`src/rtl/friscv_pkg.sv`:
```
// Shared definitions for the FRiscV core: controller states, ALU operation
// encoding, RV32I opcodes and datapath mux selects.
package friscv_pkg;

    typedef enum logic [3:0] {
        ST_FETCH     = 4'd0,
        ST_DECODE    = 4'd1,
        ST_EXEC_R    = 4'd2,
        ST_EXEC_I    = 4'd3,
        ST_ALU_WB    = 4'd4,
        ST_MEM_ADDR  = 4'd5,
        ST_MEM_READ  = 4'd6,
        ST_MEM_WB    = 4'd7,
        ST_MEM_WRITE = 4'd8,
        ST_BRANCH    = 4'd9,
        ST_BR_TAKE   = 4'd10,
        ST_JAL       = 4'd11,
        ST_TRAP      = 4'd12
    } ctrl_state_t;

    typedef enum logic [3:0] {
        ALU_ADD  = 4'd0,
        ALU_SUB  = 4'd1,
        ALU_AND  = 4'd2,
        ALU_OR   = 4'd3,
        ALU_XOR  = 4'd4,
        ALU_SLT  = 4'd5,
        ALU_SLTU = 4'd6,
        ALU_SLL  = 4'd7,
        ALU_SRL  = 4'd8,
        ALU_SRA  = 4'd9
    } alu_ctrl_t;

    localparam logic [6:0] OPC_OP     = 7'b0110011;
    localparam logic [6:0] OPC_OP_IMM = 7'b0010011;
    localparam logic [6:0] OPC_LOAD   = 7'b0000011;
    localparam logic [6:0] OPC_STORE  = 7'b0100011;
    localparam logic [6:0] OPC_BRANCH = 7'b1100011;
    localparam logic [6:0] OPC_JAL    = 7'b1101111;

    localparam logic [6:0] F7_BASE = 7'b0000000;
    localparam logic [6:0] F7_ALT  = 7'b0100000;

    localparam logic [1:0] SRC_A_PC     = 2'b00;
    localparam logic [1:0] SRC_A_OLD_PC = 2'b01;
    localparam logic [1:0] SRC_A_RS1    = 2'b10;

    localparam logic [1:0] SRC_B_RS2  = 2'b00;
    localparam logic [1:0] SRC_B_IMM  = 2'b01;
    localparam logic [1:0] SRC_B_FOUR = 2'b10;

    localparam logic [1:0] RES_ALU_OUT = 2'b00;
    localparam logic [1:0] RES_DMEM    = 2'b01;
    localparam logic [1:0] RES_ALU     = 2'b10;
    localparam logic [1:0] RES_PC      = 2'b11;

endpackage

```
`src/rtl/friscv_alu_dec.sv`:
```
// Combinational func3/func7 to ALU operation decoder for R-type and I-type
// ALU instructions; also flags encodings that are not valid RV32I.
module friscv_alu_dec
    import friscv_pkg::*;
(
    input  logic [2:0] func3_in,
    input  logic [6:0] func7_in,
    input  logic       is_imm_in,
    output alu_ctrl_t  alu_ctrl_out,
    output logic       illegal_out
);

    logic f7_known;

    assign f7_known = (func7_in == F7_BASE) || (func7_in == F7_ALT);

    // NOTE: every output gets a default first so no path can infer a latch.
    always_comb begin
        alu_ctrl_out = ALU_ADD;
        illegal_out  = 1'b0;

        unique case (func3_in)
            3'b000: alu_ctrl_out = (!is_imm_in && func7_in[5]) ? ALU_SUB : ALU_ADD;
            3'b001: alu_ctrl_out = ALU_SLL;
            3'b010: alu_ctrl_out = ALU_SLT;
            3'b011: alu_ctrl_out = ALU_SLTU;
            3'b100: alu_ctrl_out = ALU_XOR;
            3'b101: alu_ctrl_out = func7_in[5] ? ALU_SRA : ALU_SRL;
            3'b110: alu_ctrl_out = ALU_OR;
            3'b111: alu_ctrl_out = ALU_AND;
            default: alu_ctrl_out = ALU_ADD;
        endcase

        // For I-type, func7 is immediate bits except on the shift encodings.
        if (is_imm_in) begin
            if (func3_in == 3'b001 && func7_in != F7_BASE)
                illegal_out = 1'b1;
            if (func3_in == 3'b101 && !f7_known)
                illegal_out = 1'b1;
        end else begin
            if (!f7_known)
                illegal_out = 1'b1;
            if (func7_in == F7_ALT && func3_in != 3'b000 && func3_in != 3'b101)
                illegal_out = 1'b1;
        end
    end

endmodule

```
`src/rtl/friscv_ctrl_fsm.sv`:
```
// Multi-cycle main controller for the FRiscV core: Moore FSM driving datapath
// enables, mux selects and ALU op; counts retired instructions, traps on illegal.
module friscv_ctrl_fsm
    import friscv_pkg::*;
#(
    parameter int CNT_WIDTH = 32
) (
    input  logic                 clk,
    input  logic                 rst_n,
    input  logic [6:0]           op_code_in,
    input  logic [2:0]           func3_in,
    input  logic [6:0]           func7_in,
    input  logic                 zero_in,
    output logic                 ir_we_out,
    output logic                 pc_we_out,
    output logic                 reg_we_out,
    output logic                 dmem_we_out,
    output logic [1:0]           alu_src_a_sel_out,
    output logic [1:0]           alu_src_b_sel_out,
    output logic [1:0]           result_src_sel_out,
    output logic [3:0]           alu_ctrl_out,
    output logic                 trap_out,
    output logic [CNT_WIDTH-1:0] retired_cnt_out
);

    ctrl_state_t          state_q, state_d;
    logic                 taken_q, taken_d;
    logic                 trap_q, trap_d;
    logic [CNT_WIDTH-1:0] cnt_q, cnt_d;

    alu_ctrl_t dec_alu_ctrl;
    logic      dec_illegal;
    logic      retire;

    // Decoder inputs stay valid through EXEC_R/EXEC_I, so one decoder serves
    // both the legality check in DECODE and the op select in execute.
    friscv_alu_dec u_alu_dec (
        .func3_in     (func3_in),
        .func7_in     (func7_in),
        .is_imm_in    (op_code_in == OPC_OP_IMM),
        .alu_ctrl_out (dec_alu_ctrl),
        .illegal_out  (dec_illegal)
    );

    // NOTE: state registers use non-blocking assignments; control state is
    // reset asynchronously so outputs fall to zero the moment rst_n drops.
    always_ff @(posedge clk or negedge rst_n) begin
        if (!rst_n) begin
            state_q <= ST_FETCH;
            taken_q <= 1'b0;
            trap_q  <= 1'b0;
            cnt_q   <= '0;
        end else begin
            state_q <= state_d;
            taken_q <= taken_d;
            trap_q  <= trap_d;
            cnt_q   <= cnt_d;
        end
    end

    always_comb begin
        state_d            = state_q;
        taken_d            = taken_q;
        trap_d             = trap_q;
        retire             = 1'b0;
        ir_we_out          = 1'b0;
        pc_we_out          = 1'b0;
        reg_we_out         = 1'b0;
        dmem_we_out        = 1'b0;
        alu_src_a_sel_out  = SRC_A_PC;
        alu_src_b_sel_out  = SRC_B_RS2;
        result_src_sel_out = RES_ALU_OUT;
        alu_ctrl_out       = ALU_ADD;

        unique case (state_q)
            ST_FETCH: state_d = ST_DECODE;

            ST_DECODE: begin
                ir_we_out         = 1'b1;
                pc_we_out         = 1'b1;
                alu_src_a_sel_out = SRC_A_PC;
                alu_src_b_sel_out = SRC_B_FOUR;
                unique case (op_code_in)
                    OPC_OP:     state_d = dec_illegal ? ST_TRAP : ST_EXEC_R;
                    OPC_OP_IMM: state_d = dec_illegal ? ST_TRAP : ST_EXEC_I;
                    OPC_LOAD, OPC_STORE:
                        state_d = (func3_in == 3'b010) ? ST_MEM_ADDR : ST_TRAP;
                    OPC_BRANCH:
                        state_d = (func3_in[2:1] == 2'b00) ? ST_BRANCH : ST_TRAP;
                    OPC_JAL:    state_d = ST_JAL;
                    default:    state_d = ST_TRAP;
                endcase
            end

            ST_EXEC_R, ST_EXEC_I: begin
                alu_src_a_sel_out = SRC_A_RS1;
                alu_src_b_sel_out = (state_q == ST_EXEC_I) ? SRC_B_IMM : SRC_B_RS2;
                alu_ctrl_out      = dec_alu_ctrl;
                state_d           = ST_ALU_WB;
            end

            ST_ALU_WB: begin
                reg_we_out = 1'b1;
                retire     = 1'b1;
                state_d    = ST_FETCH;
            end

            ST_MEM_ADDR: begin
                alu_src_a_sel_out = SRC_A_RS1;
                alu_src_b_sel_out = SRC_B_IMM;
                state_d = (op_code_in == OPC_LOAD) ? ST_MEM_READ : ST_MEM_WRITE;
            end

            ST_MEM_READ: state_d = ST_MEM_WB;

            ST_MEM_WB: begin
                reg_we_out         = 1'b1;
                result_src_sel_out = RES_DMEM;
                retire             = 1'b1;
                state_d            = ST_FETCH;
            end

            ST_MEM_WRITE: begin
                dmem_we_out = 1'b1;
                retire      = 1'b1;
                state_d     = ST_FETCH;
            end

            ST_BRANCH: begin
                alu_src_a_sel_out = SRC_A_RS1;
                alu_src_b_sel_out = SRC_B_RS2;
                alu_ctrl_out      = ALU_SUB;
                // BEQ (func3[0]=0) takes on zero, BNE on non-zero.
                taken_d = zero_in ^ func3_in[0];
                if (taken_d) begin
                    state_d = ST_BR_TAKE;
                end else begin
                    retire  = 1'b1;
                    state_d = ST_FETCH;
                end
            end

            ST_BR_TAKE: begin
                pc_we_out         = taken_q;
                alu_src_a_sel_out = SRC_A_OLD_PC;
                alu_src_b_sel_out = SRC_B_IMM;
                retire            = 1'b1;
                state_d           = ST_FETCH;
            end

            ST_JAL: begin
                pc_we_out          = 1'b1;
                reg_we_out         = 1'b1;
                alu_src_a_sel_out  = SRC_A_OLD_PC;
                alu_src_b_sel_out  = SRC_B_IMM;
                result_src_sel_out = RES_PC;
                retire             = 1'b1;
                state_d            = ST_FETCH;
            end

            ST_TRAP: state_d = ST_TRAP;

            default: state_d = ST_FETCH;
        endcase

        if (state_d == ST_TRAP)
            trap_d = 1'b1;
    end

    assign cnt_d           = retire ? cnt_q + CNT_WIDTH'(1) : cnt_q;
    assign trap_out        = trap_q;
    assign retired_cnt_out = cnt_q;

endmodule

```
`config.mk`:
```
export PLATFORM = sky130hd
export DESIGN_NAME = friscv_ctrl_fsm
export DESIGN_NICKNAME = d
export VERILOG_FILES = /design/src/rtl/friscv_pkg.sv /design/src/rtl/friscv_alu_dec.sv /design/src/rtl/friscv_ctrl_fsm.sv
export SDC_FILE = /design/constraint.sdc
export NUM_CORES = 1
export LEC_CHECK = 0
export ABC_CLOCK_PERIOD_IN_PS = 5400
export BUFFER_PORTS_ARGS = -buffer_cell sky130_fd_sc_hd__buf_2
export CORE_MARGIN = 4
export CORE_UTILIZATION = 35
export DETAILED_ROUTE_END_ITERATION = 8
export SETUP_SLACK_MARGIN = 0.3
export SLEW_MARGIN = 10
export SYNTH_ARGS = -nofsm -noshare
export SYNTH_HDL_FRONTEND = slang
export SYNTH_SLANG_ARGS = --single-unit
```
`constraint.sdc`:
```
create_clock -name clk -period 5.4 [get_ports clk]
set_clock_uncertainty 0.05 [all_clocks]
set_input_delay 0.81 -clock clk [delete_from_list [all_inputs] [get_ports clk]]
set_output_delay 0.81 -clock clk [all_outputs]
set_load 0.1 [all_outputs]
```
; ---- After elaboration in Yosys (flattened, before gate mapping)
; Cells that the tools add are included.
[totals]
register_bits = 38
inputBits = 20
out_inout_bits = 47
word_cells = 83
[op_classes]
addsub = 1
eq_ne = 28
n_mux = 27
n_bitwise = 1
n_reduce_logical = 22
[ops]
columns = operator, count
row1 = "adder 32 x 1 -> 32 bit, second input constant", 1
row2 = case mux 4 bit (8 select lines), 1
row3 = case mux 4 bit (7 select lines), 1
row4 = "equality test 4 bit, second input constant", 6
row5 = "equality test 7 x 6 -> 1 bit, second input constant", 3
row6 = two-way mux 4 bit, 5
row7 = case mux 4 bit (5 select lines), 1
row8 = "equality test 4 x 3 -> 1 bit, second input constant", 4
row9 = "equality test 7 bit, second input constant", 2
row10 = "equality test 3 bit, second input constant", 4
row11 = two-way mux 1 bit, 12
row12 = "equality test 4 x 2 -> 1 bit, second input constant", 2
row13 = case mux 2 bit (2 select lines), 2
row14 = case mux 4 bit (2 select lines), 1
row15 = OR reduction 2 bit, 4
row16 = "equality test 7 x 2 -> 1 bit, second input constant", 1
row17 = "equality test 7 x 5 -> 1 bit, second input constant", 1
row18 = zero test 7 bit, 1
row19 = nonzero test 7 bit, 1
row20 = "equality test 3 x 2 -> 1 bit, second input constant", 2
row21 = case mux 2 bit (3 select lines), 1
row22 = OR reduction 3 bit, 2
row23 = logical AND 1 bit, 5
row24 = OR reduction 5 bit, 1
row25 = other kinds (13), 15

; ---- Longest topological paths before layout
[logic_depth]
ltp_word = 10
mapped_depth = 9
mapped_depth_nobuf = 7

; ---- Hierarchy
; A second synthesis with hierarchy kept.
[hier_totals]
cells_unflattened = 248
hier_area_um2 = 2377.3
[modules_own_cells]
columns = mod, instances, cells_each, area_per_inst_um2, seq_area_each_um2
row1 = friscv_ctrl_fsm, 1, 232, 2265.9, 950.9
row2 = friscv_alu_dec, 1, 16, 111.4, 0.0

; ---- Worst setup path before layout
; OpenSTA, ideal clock, no wires.
[synth_path]
path_type = flip-flop to output port
from = register state_q[3]
to = output pc_we_out
arrival_time_ps = 3003
required_ps = 4540
slack_ps = 1537
stages_incl_launch_ff = 5
path_buffers = 1
cell_sequence = dfrtp_1 > clkbuf_1 > nor2b_1 > nand2_1 > o21ai_0
[synth_between]
elab_chain_len = 3
elab_cells_between_ends = 5
cone_classes = eq/ne (3) / mux (1) / reduce/logical (1)
[synth_lines]
columns = item, line_no
row1 = from (decl), friscv_ctrl_fsm.sv:26  ; ctrl_state_t state_q, state_d;
row2 = from (signal assigned), friscv_ctrl_fsm.sv:54  ; state_q <= state_d;
row3 = equality test 4 x 1 -> 1 bit / equality test 4 bit (equally long branches), friscv_ctrl_fsm.sv:75  ; unique case (state_q)
row4 = OR reduction 2 bit (no source line), --
row5 = case mux 1 bit (2 select lines) (*), friscv_ctrl_fsm.sv:75
row6 = to (decl), friscv_ctrl_fsm.sv:15  ; output logic pc_we_out,
; Mark *: on every way between the ends. The rest lies on a longest branch, timed or not.

; ---- Final worst setup path
[layout_path]
from = input op_code_in[4]
to = output alu_ctrl_out[0]
[layout_between]
elab_chain_len = 6
[layout_lines]
columns = item, line_no
row1 = from (decl), friscv_ctrl_fsm.sv:10  ; input logic [6:0] op_code_in,
row2 = equality test 7 x 5 -> 1 bit, friscv_ctrl_fsm.sv:40  ; .is_imm_in (op_code_in == OPC_OP_IMM),
row3 = zero test 1 bit, friscv_alu_dec.sv:23  ; 3'b000: alu_ctrl_out = (!is_imm_in && func7_in[5]) ? ALU_SUB : ALU_ADD;
row4 = logical AND 1 bit, friscv_alu_dec.sv:23
row5 = two-way mux 1 bit, friscv_alu_dec.sv:23
row6 = case mux 4 bit (8 select lines), friscv_alu_dec.sv:22  ; unique case (func3_in)
row7 = case mux 4 bit (2 select lines), friscv_ctrl_fsm.sv:75
row8 = to (decl), friscv_ctrl_fsm.sv:21  ; output logic [3:0] alu_ctrl_out,
; Every way passes these cells.

==> flow_metrics.tcl <==
set metrics [dict create \
    grt_max_degree 39 \
    nets 344 \
    ys_seq_elements 38 \
    grt_setup_unrepaired "no" \
    clock.fmax_mhz 320 \
    rows 29 \
    r2r-start "retired_cnt_out[5]" \
    yosys_warnings 0 \
    hp-start "retired_cnt_out[31]" \
    ys.flop_type "dfrtp_1" \
    clk_latency_ns 0.29 \
    worst-path-stages 7 \
    slew_viol_final 0 \
    cts.sinks 38 \
    post-place-cells 393 \
    finalSetupTns_ns 0 \
    cts_tree "done" \
    path_common_cell "buf_2" \
    power_density_nw_per_um2 468 \
    netlist_area_um2 2380 \
    worst_pin_slew_ns 0.901 \
    ir_drop_uv 335 \
    nFillCells 649 \
    crit_type "primary input to primary output" \
    p_leak_nw 1.45 \
    worst_slack_ns 2.28 \
    area_growth_pct 18.7 \
    cp.arrival_ns 2.26 \
    synth_cells 266 \
    p_switching_mw 0.759 \
    start_util_pct 36.7 \
    cp-end-kind "primary output" \
    drcViolationCount 0 \
    drive_gt1_share_pct 26.5 \
    cp-startpoint "op_code_in[4]" \
    diodes 0 \
    die_y_um 90.5 \
    ff_latch_area_um2 951 \
    hpwl_mm 4.14 \
    cts_setup_buffers 0 \
    crit_chain "buf_2, or3b_2, o31ai_1, nand2_1, a32oi_1, nor2_1, buf_2" \
    status "finished clean" \
    cts_resized 0 \
    vias 2141 \
    path_clk_slew_ns 0.07 \
    synth_edf_count 0 \
    min_path_cells 1 \
    setup_viol 0 \
    antenna_found_initial 0 \
    grt_usage_pct 13.8 \
    dieWidth_um 90.5 \
    io_pins 67 \
    syn-num-nets 287 \
    grt_overflow_total 0 \
    avgSynthCellArea_um2 8.97 \
    startpoint_type "primary input" \
    htree_levels 2 \
    power.share.clock_pct 15.3 \
    ant_nets 0 \
    coreArea_um2 6490 \
    multiInputGateArea_um2 1320 \
    dr.first_iter.drc_count 98 \
    wirelength_mm 5.60 \
    grt_pass1_vias 2031 \
    crit_fanout 9 \
    drt-pass1-iter-count 5 \
    layout.cells.non_filler 401 \
    max-clock-path-buffers 2 \
    maxCapViolCount 0 \
    gp_congestion 0.829 \
    p_int_mw 0.565 \
    seq_area_frac_synth_pct 39.9 \
    pwr-share-seq_pct 29.3 \
    port_buffers 66 \
    reg2reg_depth 5 \
    required_ns 4.54 \
    cts_buffers 5 \
    grt_pass1_wl_mm 9.49 \
    dieArea_um2 8200 \
    cp_num_buf_inv 2 \
    vias_per_cell 5.34 \
    ys_async_sr_fraction_pct 100 \
    crit_slowest_cell "or3b_2" \
    power.total_mw 1.32 \
    wl_per_cell_um 14.0 \
    path_delay_family "simple AND/OR/NAND/NOR gates" \
    critPathMaxStageDelay_ns 0.47 \
    slew_headroom_pct 39.4 \
    finalCritPeriodShare_pct 57.9 \
    ctsRootBufferMaster "clkbuf_8" \
    netSwitchingFraction_pct 57.3 \
    hold_viol 0 \
    period_minus_slack_ns 3.12 \
    power_frac_comb_pct 55.4 \
    ctsHoldBuffers 0 \
    synth_cell_types 51 \
    pre_cts_ws_ns 2.27 \
    hp-class "flop to flop" \
]
-- path summary, 6_finish.rpt --
path | end | slack, ns
max in group asynchronous | retired_cnt_out[2] | 4.20
min in group asynchronous | retired_cnt_out[20] | 0.57
hold / removal | retired_cnt_out[31] | 0.41
hold reg to reg | retired_cnt_out[31] | 0.41
setup reg to reg | retired_cnt_out[30] | 3.06
setup / recovery | alu_ctrl_out[0] | 2.28
-- layout by cell type, fill, tap and decap left out, drive strengths merged, types with 3 or more instances in the layout --
| cell | n |
|---|---|
| nand3 | 11 |
| buf | 67 |
| nand2b | 4 |
| and4 | 3 |
| a21oi | 4 |
| nor2 | 16 |
| nor3 | 14 |
| inv | 9 |
| nor2b | 7 |
| o21ai | 7 |
| nor4 | 20 |
| dfrtp | 38 |
| or4 | 3 |
| xnor2 | 4 |
| nand2 | 34 |
| xor2 | 31 |
| clkbuf | 6 |
| nand4 | 9 |
-- cells in the mapped netlist (all sizes together) (2+ instances only) --
| cell | n | area [um^2] |
|---|---|---|
| a21o | 2 | 15.0 |
| nor3 | 14 | 70.1 |
| inv | 9 | 33.8 |
| and4 | 3 | 26.3 |
| xor2 | 31 | 272 |
| dfrtp | 38 | 951 |
| buf | 9 | 52.6 |
| nor4b | 2 | 23.8 |
| clkbuf | 8 | 30.0 |
| o31ai | 2 | 20.0 |
| and3 | 2 | 12.5 |
| nand4 | 9 | 56.3 |
| nor2b | 7 | 43.8 |
| nand2b | 4 | 25.0 |
| nand2 | 34 | 128 |
| o21ai | 7 | 35.0 |
| or3b | 2 | 17.5 |
| or4 | 3 | 33.8 |
| nand4b | 2 | 17.5 |
| nand3 | 11 | 55.1 |
| xnor2 | 4 | 35.0 |
| or3 | 2 | 12.5 |
| nand3b | 2 | 15.0 |
| mux2i | 2 | 20.0 |
| nor4 | 20 | 140 |
| nor2 | 16 | 60.1 |
| a21oi | 4 | 20.0 |
-- registers in the layout, indices dropped and copies added (netlist names) --
name,cells
retired_cnt_out,32
state_q,4
taken_q,1
trap_out,1
-- metrics by stage --
step	utilization [%]	hold slack, ns	cell area [um^2]
CTS	43.6	0.417	2830
floorplan	-	0.396	2380
detailed placement	42.1	0.406	2740
global placement	42.1	0.401	2740
global route	43.6	0.436	2830
finish	43.6	0.409	2830
-- routing by layer --
layer,part of all wire [%],track usage (%)
met3,5.7,2.92
met1,45,17.8
met2,49,23.2
met4,0.45,3.70
met5,0,0
-- cells by family (layout without fill, tap and decap cells) --
logic type | Yosys count | in the layout | share of synthesized area [%]
simple gates | 137 | 137 | 32.2
flops | 38 | 38 | 39.9
xor+xnor | 35 | 35 | 12.9
compound gates | 26 | 26 | 8.40
buf+inv | 26 | 84 | 4.88
mux | 3 | 3 | 1.31
fa+ha+maj | 1 | 1 | 0.525
-- power groups by stage --
stage	combinational [mW]	clock [mW]	sequential, mW
floorplan	0.464	0	0.545
global placement	0.735	0	0.394
detailed placement	0.736	0	0.393
CTS	0.739	0.212	0.388
global route	0.774	0.222	0.396
finish	0.734	0.203	0.388
-- final cells by class --
| cell class | instances | area share (%) |
|---|---|---|
| Clock inverter | 2 | 0.442 |
| Sequential cell | 38 | 33.6 |
| Tap cell | 77 | 3.40 |
| Timing Repair Buffer | 67 | 11.9 |
| Multi-Input combinational cell | 202 | 46.5 |
| Inverter | 9 | 1.19 |
| Clock buffer | 6 | 2.92 |
(Power assumes the default switching activity.)
